File: src/rtl/fpmul_arbiter_if.sv
// Bus between the arbiter, its two operand requesters and the shared multiplier core.
// slave is the arbiter's view; master is whoever drives requests and plays the core.
interface fpmul_arbiter_if #(
    parameter int SIZE = 32
);
    logic [1:0]      req;
    logic [SIZE-1:0] op1_a;
    logic [SIZE-1:0] op2_a;
    logic [SIZE-1:0] op1_b;
    logic [SIZE-1:0] op2_b;
    logic [1:0]      ack;
    logic [SIZE-1:0] res;
    logic [1:0]      res_rdy;
    logic            err;
    logic [SIZE-1:0] mul_op1;
    logic [SIZE-1:0] mul_op2;
    logic            mul_start;
    logic            mul_abort;
    logic [SIZE-1:0] mul_res;
    logic            mul_done;

    modport slave (
        input  req, op1_a, op2_a, op1_b, op2_b, mul_res, mul_done,
        output ack, res, res_rdy, err, mul_op1, mul_op2, mul_start, mul_abort
    );

    modport master (
        output req, op1_a, op2_a, op1_b, op2_b, mul_res, mul_done,
        input  ack, res, res_rdy, err, mul_op1, mul_op2, mul_start, mul_abort
    );
endinterface

File: src/rtl/fpmul_arbiter.sv
// Round-robin arbiter sharing one variable-latency FP multiplier between requesters A and B,
// with a timeout that aborts the core and returns a quiet NaN flagged by err.
module fpmul_arbiter #(
    parameter int              SIZE    = 32,
    parameter int              TIMEOUT = 16,
    parameter logic [SIZE-1:0] NAN_VAL = 32'h7FC00000
) (
    input  logic                 clk,
    input  logic                 rst,
    fpmul_arbiter_if.slave       bus
);
    localparam int CW = $clog2(TIMEOUT + 1);

    typedef enum logic [1:0] {IDLE, ISSUE, WAIT, RESP} state_t;

    state_t          state_q, state_d;
    logic            prio_q, prio_d;
    logic            owner_q, owner_d;
    logic            err_q, err_d;
    logic [CW-1:0]   cnt_q, cnt_d;
    logic [SIZE-1:0] res_q, res_d;
    logic [SIZE-1:0] op1_q, op1_d;
    logic [SIZE-1:0] op2_q, op2_d;
    logic            abort;
    logic            sel;

    always_ff @(posedge clk) begin
        if (rst) begin
            state_q <= IDLE;
            prio_q  <= 1'b0;
            owner_q <= 1'b0;
            err_q   <= 1'b0;
            cnt_q   <= '0;
            res_q   <= '0;
            op1_q   <= '0;
            op2_q   <= '0;
        end else begin
            state_q <= state_d;
            prio_q  <= prio_d;
            owner_q <= owner_d;
            err_q   <= err_d;
            cnt_q   <= cnt_d;
            res_q   <= res_d;
            op1_q   <= op1_d;
            op2_q   <= op2_d;
        end
    end

    always_comb begin
        state_d = state_q;
        prio_d  = prio_q;
        owner_d = owner_q;
        err_d   = err_q;
        cnt_d   = cnt_q;
        res_d   = res_q;
        op1_d   = op1_q;
        op2_d   = op2_q;
        abort   = 1'b0;
        sel     = (bus.req == 2'b11) ? prio_q : bus.req[1];
        case (state_q)
            IDLE: begin
                if (bus.req != 2'b00) begin
                    owner_d = sel;
                    op1_d   = sel ? bus.op1_b : bus.op1_a;
                    op2_d   = sel ? bus.op2_b : bus.op2_a;
                    state_d = ISSUE;
                end
            end
            ISSUE: begin
                cnt_d   = '0;
                state_d = WAIT;
            end
            WAIT: begin
                // A done arriving on the last allowed cycle still wins over the abort.
                if (bus.mul_done) begin
                    res_d   = bus.mul_res;
                    err_d   = 1'b0;
                    state_d = RESP;
                end else if (cnt_q == CW'(TIMEOUT - 1)) begin
                    res_d   = NAN_VAL;
                    err_d   = 1'b1;
                    abort   = 1'b1;
                    state_d = RESP;
                end else begin
                    cnt_d = cnt_q + 1'b1;
                end
            end
            RESP: begin
                prio_d  = ~owner_q;
                err_d   = 1'b0;
                state_d = IDLE;
            end
            default: state_d = IDLE;
        endcase
    end

    always_comb begin
        bus.ack       = (state_q == ISSUE) ? (owner_q ? 2'b10 : 2'b01) : 2'b00;
        bus.res_rdy   = (state_q == RESP)  ? (owner_q ? 2'b10 : 2'b01) : 2'b00;
        bus.mul_start = (state_q == ISSUE);
        bus.mul_abort = abort;
        bus.err       = err_q;
        bus.res       = res_q;
        bus.mul_op1   = op1_q;
        bus.mul_op2   = op2_q;
    end
endmodule

File: src/flat_wrapper.sv
// flat-port wrapper written by rule: the top's interface ports become plain ports
module fpmul_arbiter_flat 
#(
    parameter int              SIZE    = 32,
    parameter int              TIMEOUT = 16,
    parameter logic [SIZE-1:0] NAN_VAL = 32'h7FC00000
)
  (clk, rst, bus_req, bus_op1_a, bus_op2_a, bus_op1_b, bus_op2_b, bus_mul_res, bus_mul_done, bus_ack, bus_res, bus_res_rdy, bus_err, bus_mul_op1, bus_mul_op2, bus_mul_start, bus_mul_abort);
  fpmul_arbiter_if #(.SIZE(SIZE)) bus_i ();
  input  logic clk;
  input  logic rst;
  input wire logic [$bits(bus_i.req)-1:0] bus_req;
  input wire logic [$bits(bus_i.op1_a)-1:0] bus_op1_a;
  input wire logic [$bits(bus_i.op2_a)-1:0] bus_op2_a;
  input wire logic [$bits(bus_i.op1_b)-1:0] bus_op1_b;
  input wire logic [$bits(bus_i.op2_b)-1:0] bus_op2_b;
  input wire logic [$bits(bus_i.mul_res)-1:0] bus_mul_res;
  input wire logic [$bits(bus_i.mul_done)-1:0] bus_mul_done;
  output wire logic [$bits(bus_i.ack)-1:0] bus_ack;
  output wire logic [$bits(bus_i.res)-1:0] bus_res;
  output wire logic [$bits(bus_i.res_rdy)-1:0] bus_res_rdy;
  output wire logic [$bits(bus_i.err)-1:0] bus_err;
  output wire logic [$bits(bus_i.mul_op1)-1:0] bus_mul_op1;
  output wire logic [$bits(bus_i.mul_op2)-1:0] bus_mul_op2;
  output wire logic [$bits(bus_i.mul_start)-1:0] bus_mul_start;
  output wire logic [$bits(bus_i.mul_abort)-1:0] bus_mul_abort;
  assign bus_i.req = bus_req;
  assign bus_i.op1_a = bus_op1_a;
  assign bus_i.op2_a = bus_op2_a;
  assign bus_i.op1_b = bus_op1_b;
  assign bus_i.op2_b = bus_op2_b;
  assign bus_i.mul_res = bus_mul_res;
  assign bus_i.mul_done = bus_mul_done;
  assign bus_ack = bus_i.ack;
  assign bus_res = bus_i.res;
  assign bus_res_rdy = bus_i.res_rdy;
  assign bus_err = bus_i.err;
  assign bus_mul_op1 = bus_i.mul_op1;
  assign bus_mul_op2 = bus_i.mul_op2;
  assign bus_mul_start = bus_i.mul_start;
  assign bus_mul_abort = bus_i.mul_abort;
  fpmul_arbiter #(.SIZE(SIZE), .TIMEOUT(TIMEOUT), .NAN_VAL(NAN_VAL)) u_core (.clk(clk), .rst(rst), .bus(bus_i));
endmodule
File: config.mk
export PLATFORM = sky130hd
export DESIGN_NAME = fpmul_arbiter_flat
export DESIGN_NICKNAME = d
export VERILOG_FILES = /design/src/rtl/fpmul_arbiter_if.sv /design/src/rtl/fpmul_arbiter.sv /design/src/flat_wrapper.sv
export SDC_FILE = /design/constraint.sdc
export NUM_CORES = 1
export LEC_CHECK = 0
export BUFFER_PORTS_ARGS = -buffer_cell sky130_fd_sc_hd__buf_2
export CAP_MARGIN = 5
export CORE_UTILIZATION = 35
export DETAILED_ROUTE_END_ITERATION = 8
export PLACE_DENSITY = 0.71
export SLEW_MARGIN = 20
export SYNTH_ARGS = -nofsm -noshare
export SYNTH_HDL_FRONTEND = slang
export SYNTH_SLANG_ARGS = --single-unit
File: constraint.sdc
create_clock -name clk -period 5.1 [get_ports clk]
set_input_delay 0.51 -clock clk [delete_from_list [all_inputs] [get_ports clk]]
set_output_delay 0.51 -clock clk [all_outputs]
set_load 0.01 [all_outputs]
---- Word-level counts from Yosys, hierarchy flattened ----
Index checks and enable logic that the tools add are counted.
storage, ports and cells
  bits in registers ....................... 106
  output and inout bits ................... 103
  word-level logic and storage cells ...... 50
cells by class
  add/subtract/negate cells ............... 1
  eq/ne operators ......................... 9
  mux-type cells .......................... 21
  bitwise gates (word level) .............. 1
  reduce and logical (&&, ||, !) cells .... 10
operator list
  cell                   number
  $mux W32               4
  $mux W2                6
  $mux W5                2
  $pmux W5 S2            1
  $pmux W2 S4            1
  $reduce_and A2 Y1      4
  $reduce_bool A2 Y1     4
  $eq A2 B2 Y1 const B   3
  $mux W1                6
  $add A5 B1 Y5 const B  1
  $eq A5 B4 Y1 const B   1
  $ne A2 B2 Y1 const B   2
  $ne A3 B2 Y1 const B   1
  $reduce_and A3 Y1      1
  $eq A2 B1 Y1 const B   1
  $logic_not A2 Y1       1
  $ne A2 B1 Y1 const B   1
  $pmux W1 S2            1
  $not A1 Y1             1

---- Longest topological paths before layout ----
  word-level depth ........................ 4
  depth in mapped cells ................... 8
  depth with buffers taken out ............ 6

---- Worst setup path after synthesis ----
No wires, ideal clock.
  path kind ............................... flip-flop to flip-flop
  from .................................... reg u_core.cnt_q[0]
  to ...................................... reg u_core.cnt_q[2]
  arrival time ............................ 1.700 ns
  path slack .............................. 3.305 ns
  stages on the path, launching flop included .. 7
  buffers on the path ..................... 0
  period minus slack after synthesis ...... 1.795 ns
  cells stage by stage .................... dfxtp_1 -> ha_1 -> and3_1 -> ha_1 -> o21a_4 -> or3_1 -> a221oi_1
on the way
  longest elaborated chain between the ends .. 4
  elaborated cells on any way between the ends .. 7
  those cells by class .................... add/sub (1); eq/ne (2); mux (3); reduce/logical (1)
ends and longest elaborated chain
  what                      line                 source
  start: declaration        fpmul_arbiter.sv:20  logic [CW-1:0] cnt_q, cnt_d;
  start signal: assignment  fpmul_arbiter.sv:42  cnt_q <= cnt_d;
  $add A5 B1 Y5             fpmul_arbiter.sv:85  cnt_d = cnt_q + 1'b1;
  $mux W5                   fpmul_arbiter.sv:79  end else if (cnt_q == CW'(TIMEOUT - 1)) begin
  $mux W5                   fpmul_arbiter.sv:75  if (bus.mul_done) begin
  $pmux W5 S2               fpmul_arbiter.sv:60  case (state_q)
Parallel ways exist; a longest one is shown, timed or not. The select of a mux whose other input is x is not followed.
A chain may end at the register's enable or synchronous reset.

==> flow_summary_export.csv <==
group,metric,value,unit
synth,async_flop_share,0,
timing,hold_viol,0,
worst_setup_path,end_kind,"register",
cts,clk_latency,0.35,ns
worst_setup_path,slowest_stage,"clkinv_2",
synth,syn_area_per_cell,8.38,µm²
worst_setup_path,crit_path_end,"u_core.bus.mul_op2[23]",
synth,ys_ff_latch,106,
pwr,power_density,504,nW/µm²
synth,synth_warnings,0,
worst_setup_path,worstPathMaxFanout,77,
floorplanning,fp-row-count,41,
synth,synth_seq_area_share,0.471,
synth,synth_most_common_cell,"o21ai_0",
synth,synthFlopType,"dfxtp_1",
floorplanning,dieHeight,115,µm
timing,fin_worst_skew,0.00441,ns
final_layout,utilization,0.490,
floorplanning,die_x,115,µm
worst_setup_path,cp-start-kind,"input pin",
pwr,leakagePower,2.82,nW
timing,max-slew-margin-rel,0.328,
cts,post_cts_resize_count,0,
detailed_routing,vias,5009,
final_layout,drive_gt1_frac,0.397,
synth,synth_area,4500,µm²
placed_design,dp_slack,2.39,ns
synth,synth-edff-count,0,
cts,cts_buffers,9,
detailed_routing,ant_nets,0,
global_routing,use_met3,0.0544,
synth,ys_top_cells_by_count,"o21ai_0 (135), dfxtp_1 (106), a21oi_1 (69), a31oi_1 (64), clkbuf_1 (33)",
floorplanning,start_util,0.358,
worst_setup_path,r2r_slack,3.16,ns
detailed_routing,wl,14.3,mm
cts,cts_sinks,106,
run_status,status,"complete, no violations",
cts,path_clk_slew,0.07,ns
final_layout,design_area,6160,µm²
pwr,power,3.10,mW
worst_setup_path,reg2reg_from,"u_core.state_q[0]",
worst_setup_path,r2r-end,"u_core.bus.mul_op2[3]",
floorplanning,core_area,12600,µm²
timing,fin_crit,2.16,ns
detailed_routing,firstDrtPassIters,4,
pwr,max-vdd-ir-drop,0.258,mV
placed_design,dp.final_hpwl,9.20,mm
placed_design,place_area,5880,µm²
timing,drv_slew,0,
detailed_routing,via_per_inst,5.33,
placed_design,io_buffers,267,
job,max_cap_violations,0,
hold_path,hp-class,"in -> reg",
global_routing,use_met2,0.335,
final_layout,syn2layout_area_growth,36.9,%
worst_setup_path,cp_top_family,"buffers and inverters",
worst_setup_path,cp-startpoint,"rst",
global_routing,grt_pass1_wl,21.4,mm
cts,post_cts_buffers,0,
synth,syn_nets,709,
worst_setup_path,worstRegToRegCells,6,
synth,synth_area_leaders,"dfxtp_1 (47%), o21ai_0 (15%), a31oi_1 (8.9%), a21oi_1 (7.7%), a22oi_1 (3.8%)",
global_routing,grt_usage,0.202,
global_routing,grt_max_degree,78,
final_layout,finalNetCount,935,
global_routing,antenna_found_initial,0,
cts,cts_root_buf,"clkbuf_16",
worst_setup_path,worstPathCellList,"buf_2 > clkinv_2 > o21ai_0 > a21oi_1",
floorplanning,die-area,13300,µm²
timing,finalCritPeriodShare,0.424,
global_routing,overflow,0,
timing,fin_setup_tns,0,ns
cts,htreeDepth,3,
worst_setup_path,crit_buf_inv,2,
timing,setup_viol_count_final,0,
synth,synth_top_area_frac,0.471,
cts,cts_buffer_depth,2,
global_routing,grt_pass1_vias,4382,
worst_setup_path,crit_cells,4,
global_routing,grt_use_met1,0.252,
synth,syn_inst,537,
placed_design,gp_congestion,0.797,
synth,synth_cell_types,31,
final_layout,num_antenna_cells,0,
cts,cts_tree,"built",
floorplanning,io_pins,268,
global_routing,grt.busiest_layer,"met2",
detailed_routing,drt_iter0_markers,317,
timing,fin_ws,2.94,ns
timing,rsz0062_at_grt,"no",
synth,synth.largest_area_cell,"dfxtp_1",
timing,tightestPinTransition,1.01,ns
worst_setup_path,cpPeakStageDelay,0.93,ns
worst_setup_path,worstPathRequired,5.33,ns
cts,ctsHoldBuffers,0,
detailed_routing,drc,0,
detailed_routing,wl_per_cell,15.2,µm
worst_setup_path,cp.arrival,2.40,ns
worst_setup_path,criticalPathCategory,"in -> reg",
timing,max_freq,462,MHz
==> kinds of logic (layout without fill, tap and decap cells) <==
| kind of cell | Yosys count | count (layout) | share of synthesized area |
|---|---|---|---|
| AOI/OAI and AO/OA | 308 | 308 | 0.393 |
| DFF | 106 | 106 | 0.471 |
| buffers and inverters | 65 | 296 | 0.0600 |
| and+or+nand+nor | 50 | 50 | 0.0542 |
| adders and majority gates | 7 | 7 | 0.0195 |
| muxes | 1 | 1 | 0.00222 |
==> where the power goes <==
group          leakage [nW]  total [mW]  switching, mW  internal, mW
Combinational          1.81        1.26          0.771         0.488
Sequential            0.872        1.18          0.118          1.07
Clock                 0.137       0.660          0.324         0.336
Total                  2.82        3.10           1.21          1.89
==> worst register-to-register path: cells and delay by family, from the launching register on <==
kind | cells | cell delay [ns]
buffers and inverters | 2 | 0.55
adders and majority gates | 1 | 0.29
AOI/OAI and AO/OA | 3 | 0.65
DFF | 1 | 0.38
==> per-layer routing <==
| layer | routed length, µm | share of wire |
|---|---|---|
| met4 | 217 | 0.015 |
| met3 | 1070 | 0.075 |
| met5 | 0 | 0 |
| met2 | 6770 | 0.47 |
| met1 | 6260 | 0.44 |
==> per-stage QoR <==
step                cells  hold slack [ns]
finish                940            0.394
global route          940            0.385
CTS                   940            0.375
detailed placement    924            0.488
global placement      924            0.461
floorplan             537            0.450
==> worst min-delay path by stage <==
stage                          startpoint           endpoint  slack (ns)  depth (start not counted)
after floorplan           u_core.cnt_q[4]    u_core.cnt_q[4]        0.45                          2
after global placement    u_core.cnt_q[4]    u_core.cnt_q[4]        0.46                          2
after detailed placement  u_core.cnt_q[4]    u_core.cnt_q[4]        0.49                          2
after CTS                  bus_mul_res[4]  u_core.bus.res[4]        0.38                          3
after global routing       bus_mul_res[4]  u_core.bus.res[4]        0.39                          3
final                      bus_mul_res[5]  u_core.bus.res[5]        0.39                          3
==> state kept, by name (all words and copies together), names as in the netlist <==
signal	flops
u_core.bus.err	1
u_core.bus.mul_op1	32
u_core.bus.mul_op2	32
u_core.bus.res	32
u_core.cnt_q	5
u_core.owner_q	1
u_core.prio_q	1
u_core.state_q	2
==> layout by cell type (no fill, tap or decap), types with 2 or more instances in the layout <==
cell type	netlist	final
buf_2	15	267
o21ai_0	135	134
dfxtp_1	106	106
a21oi_1	69	69
a31oi_1	64	64
nor2_1	28	28
a22oi_1	23	23
o221a_2	10	10
clkbuf_16	0	9
ha_1	7	7
buf_4	0	6
inv_1	6	5
nand2_1	4	4
nor2b_1	4	3
and2_1	3	3
clkinv_2	0	3
inv_6	0	3
nor3b_1	2	2
o21a_4	1	2
or3_1	2	2
a221oi_1	2	2
or4_1	2	2
==> cell type report <==
class | count | area, µm²
Tap cell | 172 | 215
Clock inverter | 7 | 52.6
Sequential cell | 106 | 2120
Fill cell | 1272 | 6410
Clock buffer | 9 | 225
Inverter | 7 | 27.5
Timing Repair Buffer | 273 | 1380
Multi-Input combinational cell | 366 | 2140
No activity file was read; power rests on OpenSTA's default activity.
